File: src/rtl/mem_port_arbiter_if.sv
// Bundle of the fetch, MEM-stage and RAM-side signals around the memory port arbiter.
// The slave modport is the arbiter's view; the master modport is the pipeline/RAM environment.
interface mem_port_arbiter_if;
    logic        if_req;
    logic [31:0] if_addr;
    logic        if_gnt;
    logic        if_rvalid;
    logic [31:0] if_rdata;

    logic        mem_req;
    logic        mem_we;
    logic [31:0] mem_addr;
    logic [31:0] mem_wdata;
    logic [3:0]  mem_be;
    logic        mem_gnt;
    logic        mem_rvalid;
    logic [31:0] mem_rdata;

    logic        ram_en;
    logic        ram_we;
    logic [31:0] ram_addr;
    logic [31:0] ram_wdata;
    logic [3:0]  ram_be;
    logic [31:0] ram_rdata;

    logic        stall_if;
    logic        stall_mem;

    modport slave (
        input  if_req, if_addr,
        input  mem_req, mem_we, mem_addr, mem_wdata, mem_be,
        input  ram_rdata,
        output if_gnt, if_rvalid, if_rdata,
        output mem_gnt, mem_rvalid, mem_rdata,
        output ram_en, ram_we, ram_addr, ram_wdata, ram_be,
        output stall_if, stall_mem
    );

    modport master (
        output if_req, if_addr,
        output mem_req, mem_we, mem_addr, mem_wdata, mem_be,
        output ram_rdata,
        input  if_gnt, if_rvalid, if_rdata,
        input  mem_gnt, mem_rvalid, mem_rdata,
        input  ram_en, ram_we, ram_addr, ram_wdata, ram_be,
        input  stall_if, stall_mem
    );
endinterface

File: src/rtl/mem_port_arbiter.sv
// Shares one fixed-latency RAM port between the fetch stage and the MEM stage,
// one transaction outstanding, MEM-priority with alternation under contention.
module mem_port_arbiter #(
    parameter int unsigned WAIT_STATES = 2
) (
    input logic               Clock,
    input logic               Reset,
    mem_port_arbiter_if.slave bus
);

    localparam int unsigned CNT_W  = 4;
    localparam int unsigned DATA_W = 32;
    localparam logic [CNT_W-1:0] CNT_LOAD = CNT_W'(WAIT_STATES - 1);

    typedef enum logic [1:0] {IDLE, WAIT, RESP} state_t;
    typedef enum logic {OWN_IF, OWN_MEM} owner_t;

    state_t             state_q, state_d;
    logic [CNT_W-1:0]   cnt_q, cnt_d;
    owner_t             owner_q, owner_d;
    owner_t             last_q, last_d;
    logic               store_q, store_d;
    logic [DATA_W-1:0]  if_rdata_q, if_rdata_d;
    logic [DATA_W-1:0]  mem_rdata_q, mem_rdata_d;

    logic               if_rvalid_c, mem_rvalid_c;
    logic               if_elig_c, mem_elig_c;
    logic               grant_ok_c;
    logic               if_gnt_c, mem_gnt_c;
    logic               ram_en_c, ram_we_c;
    logic [DATA_W-1:0]  ram_addr_c, ram_wdata_c;
    logic [3:0]         ram_be_c;

    // State, counter, ownership and captured read data
    always_ff @(posedge Clock or posedge Reset) begin
        if (Reset) begin
            state_q     <= IDLE;
            cnt_q       <= '0;
            owner_q     <= OWN_IF;
            last_q      <= OWN_IF;
            store_q     <= 1'b0;
            if_rdata_q  <= '0;
            mem_rdata_q <= '0;
        end else begin
            state_q     <= state_d;
            cnt_q       <= cnt_d;
            owner_q     <= owner_d;
            last_q      <= last_d;
            store_q     <= store_d;
            if_rdata_q  <= if_rdata_d;
            mem_rdata_q <= mem_rdata_d;
        end
    end

    // Next-state, grant and RAM strobe decode
    always_comb begin
        state_d     = state_q;
        cnt_d       = cnt_q;
        owner_d     = owner_q;
        last_d      = last_q;
        store_d     = store_q;
        if_rdata_d  = if_rdata_q;
        mem_rdata_d = mem_rdata_q;
        if_gnt_c    = 1'b0;
        mem_gnt_c   = 1'b0;
        ram_en_c    = 1'b0;
        ram_we_c    = 1'b0;
        ram_addr_c  = '0;
        ram_wdata_c = '0;
        ram_be_c    = '0;

        if_rvalid_c  = (state_q == RESP) && (owner_q == OWN_IF);
        mem_rvalid_c = (state_q == RESP) && (owner_q == OWN_MEM);

        // A requester whose response is on the bus this cycle is not yet asking again
        if_elig_c  = bus.if_req  && !if_rvalid_c;
        mem_elig_c = bus.mem_req && !mem_rvalid_c;
        grant_ok_c = (state_q != WAIT) && !Reset;

        case (state_q)
            IDLE: ;
            WAIT: begin
                if (cnt_q == '0) begin
                    if (owner_q == OWN_IF) begin
                        if_rdata_d = bus.ram_rdata;
                    end else begin
                        mem_rdata_d = store_q ? '0 : bus.ram_rdata;
                    end
                    state_d = RESP;
                end else begin
                    cnt_d = cnt_q - CNT_W'(1);
                end
            end
            RESP:    state_d = IDLE;
            default: state_d = IDLE;
        endcase

        if (grant_ok_c) begin
            if (mem_elig_c && (!if_elig_c || (last_q == OWN_IF))) begin
                mem_gnt_c   = 1'b1;
                ram_en_c    = 1'b1;
                ram_we_c    = bus.mem_we;
                ram_addr_c  = bus.mem_addr;
                ram_wdata_c = bus.mem_wdata;
                ram_be_c    = bus.mem_be;
                owner_d     = OWN_MEM;
                last_d      = OWN_MEM;
                store_d     = bus.mem_we;
                cnt_d       = CNT_LOAD;
                state_d     = WAIT;
            end else if (if_elig_c) begin
                if_gnt_c    = 1'b1;
                ram_en_c    = 1'b1;
                ram_addr_c  = bus.if_addr;
                ram_be_c    = 4'hF;
                owner_d     = OWN_IF;
                last_d      = OWN_IF;
                store_d     = 1'b0;
                cnt_d       = CNT_LOAD;
                state_d     = WAIT;
            end
        end
    end

    assign bus.if_gnt     = if_gnt_c;
    assign bus.if_rvalid  = if_rvalid_c;
    assign bus.if_rdata   = if_rdata_q;
    assign bus.mem_gnt    = mem_gnt_c;
    assign bus.mem_rvalid = mem_rvalid_c;
    assign bus.mem_rdata  = mem_rdata_q;
    assign bus.ram_en     = ram_en_c;
    assign bus.ram_we     = ram_we_c;
    assign bus.ram_addr   = ram_addr_c;
    assign bus.ram_wdata  = ram_wdata_c;
    assign bus.ram_be     = ram_be_c;
    assign bus.stall_if   = bus.if_req  & ~if_rvalid_c;
    assign bus.stall_mem  = bus.mem_req & ~mem_rvalid_c;

endmodule

File: src/flat_wrapper.sv
// flat-port wrapper written by rule: the top's interface ports become plain ports
module mem_port_arbiter_flat 
#(
    parameter int unsigned WAIT_STATES = 2
)
  (Clock, Reset, bus_if_req, bus_if_addr, bus_mem_req, bus_mem_we, bus_mem_addr, bus_mem_wdata, bus_mem_be, bus_ram_rdata, bus_if_gnt, bus_if_rvalid, bus_if_rdata, bus_mem_gnt, bus_mem_rvalid, bus_mem_rdata, bus_ram_en, bus_ram_we, bus_ram_addr, bus_ram_wdata, bus_ram_be, bus_stall_if, bus_stall_mem);
  mem_port_arbiter_if bus_i ();
  input logic Clock;
  input logic Reset;
  input wire logic [$bits(bus_i.if_req)-1:0] bus_if_req;
  input wire logic [$bits(bus_i.if_addr)-1:0] bus_if_addr;
  input wire logic [$bits(bus_i.mem_req)-1:0] bus_mem_req;
  input wire logic [$bits(bus_i.mem_we)-1:0] bus_mem_we;
  input wire logic [$bits(bus_i.mem_addr)-1:0] bus_mem_addr;
  input wire logic [$bits(bus_i.mem_wdata)-1:0] bus_mem_wdata;
  input wire logic [$bits(bus_i.mem_be)-1:0] bus_mem_be;
  input wire logic [$bits(bus_i.ram_rdata)-1:0] bus_ram_rdata;
  output wire logic [$bits(bus_i.if_gnt)-1:0] bus_if_gnt;
  output wire logic [$bits(bus_i.if_rvalid)-1:0] bus_if_rvalid;
  output wire logic [$bits(bus_i.if_rdata)-1:0] bus_if_rdata;
  output wire logic [$bits(bus_i.mem_gnt)-1:0] bus_mem_gnt;
  output wire logic [$bits(bus_i.mem_rvalid)-1:0] bus_mem_rvalid;
  output wire logic [$bits(bus_i.mem_rdata)-1:0] bus_mem_rdata;
  output wire logic [$bits(bus_i.ram_en)-1:0] bus_ram_en;
  output wire logic [$bits(bus_i.ram_we)-1:0] bus_ram_we;
  output wire logic [$bits(bus_i.ram_addr)-1:0] bus_ram_addr;
  output wire logic [$bits(bus_i.ram_wdata)-1:0] bus_ram_wdata;
  output wire logic [$bits(bus_i.ram_be)-1:0] bus_ram_be;
  output wire logic [$bits(bus_i.stall_if)-1:0] bus_stall_if;
  output wire logic [$bits(bus_i.stall_mem)-1:0] bus_stall_mem;
  assign bus_i.if_req = bus_if_req;
  assign bus_i.if_addr = bus_if_addr;
  assign bus_i.mem_req = bus_mem_req;
  assign bus_i.mem_we = bus_mem_we;
  assign bus_i.mem_addr = bus_mem_addr;
  assign bus_i.mem_wdata = bus_mem_wdata;
  assign bus_i.mem_be = bus_mem_be;
  assign bus_i.ram_rdata = bus_ram_rdata;
  assign bus_if_gnt = bus_i.if_gnt;
  assign bus_if_rvalid = bus_i.if_rvalid;
  assign bus_if_rdata = bus_i.if_rdata;
  assign bus_mem_gnt = bus_i.mem_gnt;
  assign bus_mem_rvalid = bus_i.mem_rvalid;
  assign bus_mem_rdata = bus_i.mem_rdata;
  assign bus_ram_en = bus_i.ram_en;
  assign bus_ram_we = bus_i.ram_we;
  assign bus_ram_addr = bus_i.ram_addr;
  assign bus_ram_wdata = bus_i.ram_wdata;
  assign bus_ram_be = bus_i.ram_be;
  assign bus_stall_if = bus_i.stall_if;
  assign bus_stall_mem = bus_i.stall_mem;
  mem_port_arbiter #(.WAIT_STATES(WAIT_STATES)) u_core (.Clock(Clock), .Reset(Reset), .bus(bus_i));
endmodule
File: config.mk
export PLATFORM = sky130hd
export DESIGN_NAME = mem_port_arbiter_flat
export DESIGN_NICKNAME = d
export VERILOG_FILES = /design/src/rtl/mem_port_arbiter_if.sv /design/src/rtl/mem_port_arbiter.sv /design/src/flat_wrapper.sv
export SDC_FILE = /design/constraint.sdc
export NUM_CORES = 1
export LEC_CHECK = 0
export CAP_MARGIN = 20
export CELL_PAD_IN_SITES_DETAIL_PLACEMENT = 1
export CELL_PAD_IN_SITES_GLOBAL_PLACEMENT = 2
export CORE_UTILIZATION = 20
export DETAILED_ROUTE_END_ITERATION = 6
export PLACE_DENSITY = 0.87
export SLEW_MARGIN = 30
export SYNTH_ARGS = -nofsm -noshare
export SYNTH_HDL_FRONTEND = slang
export SYNTH_SLANG_ARGS = --single-unit
File: constraint.sdc
create_clock -name Clock -period 4.9 [get_ports Clock]
set_clock_uncertainty 0.1 [all_clocks]
set_input_delay 0.735 -clock Clock [delete_from_list [all_inputs] [get_ports Clock]]
set_output_delay 0.735 -clock Clock [all_outputs]
set_load 0.01 [all_outputs]
==> reports/results.tsv <==
metric	value	unit
status	completed	
Worst setup EP type	output port	
met1 wire length	5470	µm
Slew @ Worst Pin	0.652	ns
Reg2Reg Depth	7	
WL/cell	19.5	µm
met3 wire len	1420	µm
wire length on met2	8770	µm
Post-Synth Simple-Gate Area	17.9	%
TritonRoute pass-1 iters	4	
multiplexer share of the synthesized area	10.2	%
Post-Route Utilization	39.4	%
VDD IR-drop max	257	µV
IO Port Bufs	276	
Area growth, synth to finish	90.4	%
clock root buffer	clkbuf_16	
H-tree depth	3	
register area share after synthesis	49.8	%
antenna cell count	0	
crit path time final	3.91	ns
CTS tree	yes	
area leader, netlist	dfrtp_1	
Yosys reg bits	72	
Slew headroom	56.5	%
CP Launch Type	input port	
row cnt	48	
Mapped Area	3620	µm²
Hold Slack	0.393	ns
largest net degree at the start of global routing	68	
Max Clock Freq	256	MHz
Final nets	745	
initial core utilization	20.7	%
global-route wire length before repair	23700	µm
DRT iter0 DRCs	105	
CTS sink cnt	72	
PostCTS Resize Cnt	0	
LEAKAGE	0.00280	µW
max-cap viol count	0	
Via density	4.36	
data arrival time at the worst-slack endpoint	3.08	ns
Compound-Gate Fraction of Synth Area	14.6	%
DRC	0	
global-route usage over all layers	17.4	%
antenna-violating nets left	0	
distinct cell type count after synthesis	34	
Worst Path Max Fanout	21	
Final period util	79.8	%
Slew Viols, Final	0	
EDFF count, synth	0	
final count of negative-setup-slack endpoints	0	
via count	3645	
worst hold path type	reg2reg	
vias in the first global route	4037	
Post-Syn Area per Cell	10.7	µm²
main combinational cell family by area after synthesis	simple AND/OR/NAND/NOR gates	
WS Path Type	in2out	
cells after synthesis	339	
Mapped Nets	477	
chip width	137	µm
most frequent cell after synthesis	dfrtp_1	
top sig layer	met4	
CTS Buffer Depth	2	
DIE AREA	18600	µm²
GPL Wtd Cong	0.995	
total gr overflow	0	
clock-pin transition on the worst setup and hold timing paths	0.05	ns
die height	137	µm
Yosys warning count	0	
Post-Route WL	16300	µm
Synth area leaders	dfrtp_1 (50%), mux2_2 (9.3%), a22o_1 (8.0%), nand3b_1 (6.6%), and2_1 (5.9%)	
hold path depth	1	
PwrDens	519	nW/µm²
core area	17500	µm²
CP required	4.07	ns
setup TNS	0	ns
final worst setup slack	0.988	ns
CTS Hold Bufs	0	
I/O pins	277	
post-synthesis async set-or-reset flop share	100	%
unrepaired setup endpoints after global routing	false	
Final Hold Vio Count	0	
Skew-Pair Late Insertion Delay	0.32	ns
Synth Flop Type	dfrtp_1	
reg2reg setup slack	2.75	ns
DP Wirelength	13400	µm
top post-synthesis cells by count	dfrtp_1 (72), inv_1 (37), and2_1 (34)	
total CTS buffers	9	
share of cells above drive strength 1	9.17	%
XOR/XNOR Fraction of Synth Area	0.242	%
initial antenna violation count	0	
Post-Synth Adder-Cell Area	0.346	%
Yosys top cell area share	49.8	%
postcts setup bufs	0	
fillcell total	1920	
Setup WS pre-CTS	0.987	ns
## cell usage in the layout (no fill, tap or decap), types with 2 or more instances in the layout
cell,netlist,final
a21o_1,3,3
a22o_1,33,33
and2_1,34,34
buf_4,1,4
clkbuf_1,8,2
clkbuf_16,0,9
clkdlybuf4s50_1,0,276
dfrtp_1,72,71
inv_1,37,36
mux2_1,2,2
mux2_2,30,30
nand2_1,4,4
nand2b_1,2,2
nand3b_1,32,32
nor2_1,14,14
nor2b_1,3,3
o21ai_0,13,13
o21ai_1,19,19
## state kept, by name, summed over array words and instances (netlist names)
name                  flops
u_core.bus.if_rdata      32
u_core.bus.mem_rdata     32
u_core.cnt_q              4
u_core.state_q            2
u_core.owner_q            1
u_core.store_q            1
## path summary, 6_finish.rpt
check                                             start                  endpoint
worst max-delay path                              Reset          bus_ram_addr[27]
min in group asynchronous                         Reset         u_core.state_q[1]
worst min-delay path            u_core.bus.if_rdata[24]   u_core.bus.if_rdata[24]
worst max register to register          u_core.cnt_q[0]  u_core.bus.mem_rdata[16]
max in group asynchronous                         Reset            u_core.store_q
worst min register to register  u_core.bus.if_rdata[24]   u_core.bus.if_rdata[24]
## stage by stage
step | power, µW | area (µm²) | std cells
2_1_floorplan | 1890 | 3620 | 339
3_3_place_gp | 2910 | 6600 | 821
3_5_place_dp | 2980 | 6600 | 821
4_1_cts | 3650 | 6890 | 836
5_1_grt | 3820 | 6890 | 836
6_report | 3580 | 6890 | 836
## cell type report
type	instances	area, µm²	area share, %
flip-flops and latches	72	1800	26.2
inverters	37	139	2.01
clock buffers	12	246	3.58
multi-input cells	206	1570	22.7
clock inverters	3	42.5	0.617
well taps	225	282	4.08
repair buffers	281	2810	40.8
## kinds of logic (layout without fill, tap and decap cells)
| kind of cell | count (synthesis) | count (layout) |
|---|---|---|
| simple gates | 97 | 97 |
| compound gates | 74 | 74 |
| flops | 72 | 72 |
| buf+inv | 61 | 333 |
| mux | 33 | 33 |
| fa+ha+maj | 1 | 1 |
| xor+xnor | 1 | 1 |
## worst max-delay path, cell delays in order
cell             delay, ns
clkdlybuf4s50_1       0.49
nor2_1                0.23
o211a_1               0.59
buf_4                 0.32
a22o_1                0.17
clkdlybuf4s50_1       0.54
## power by group
group | total, µW | switching, µW | internal (µW)
clock network | 641 | 236 | 405
logic | 1830 | 756 | 1070
registers | 1110 | 213 | 894
total | 3580 | 1200 | 2370
## routing by layer
metal,up-vias,global-route usage [%]
met3,25,5.89
met2,193,33.3
met1,1728,16.5
li1,1699,-
met4,0,8.33
met5,-,0
Power figures use the tool's default switching activity.
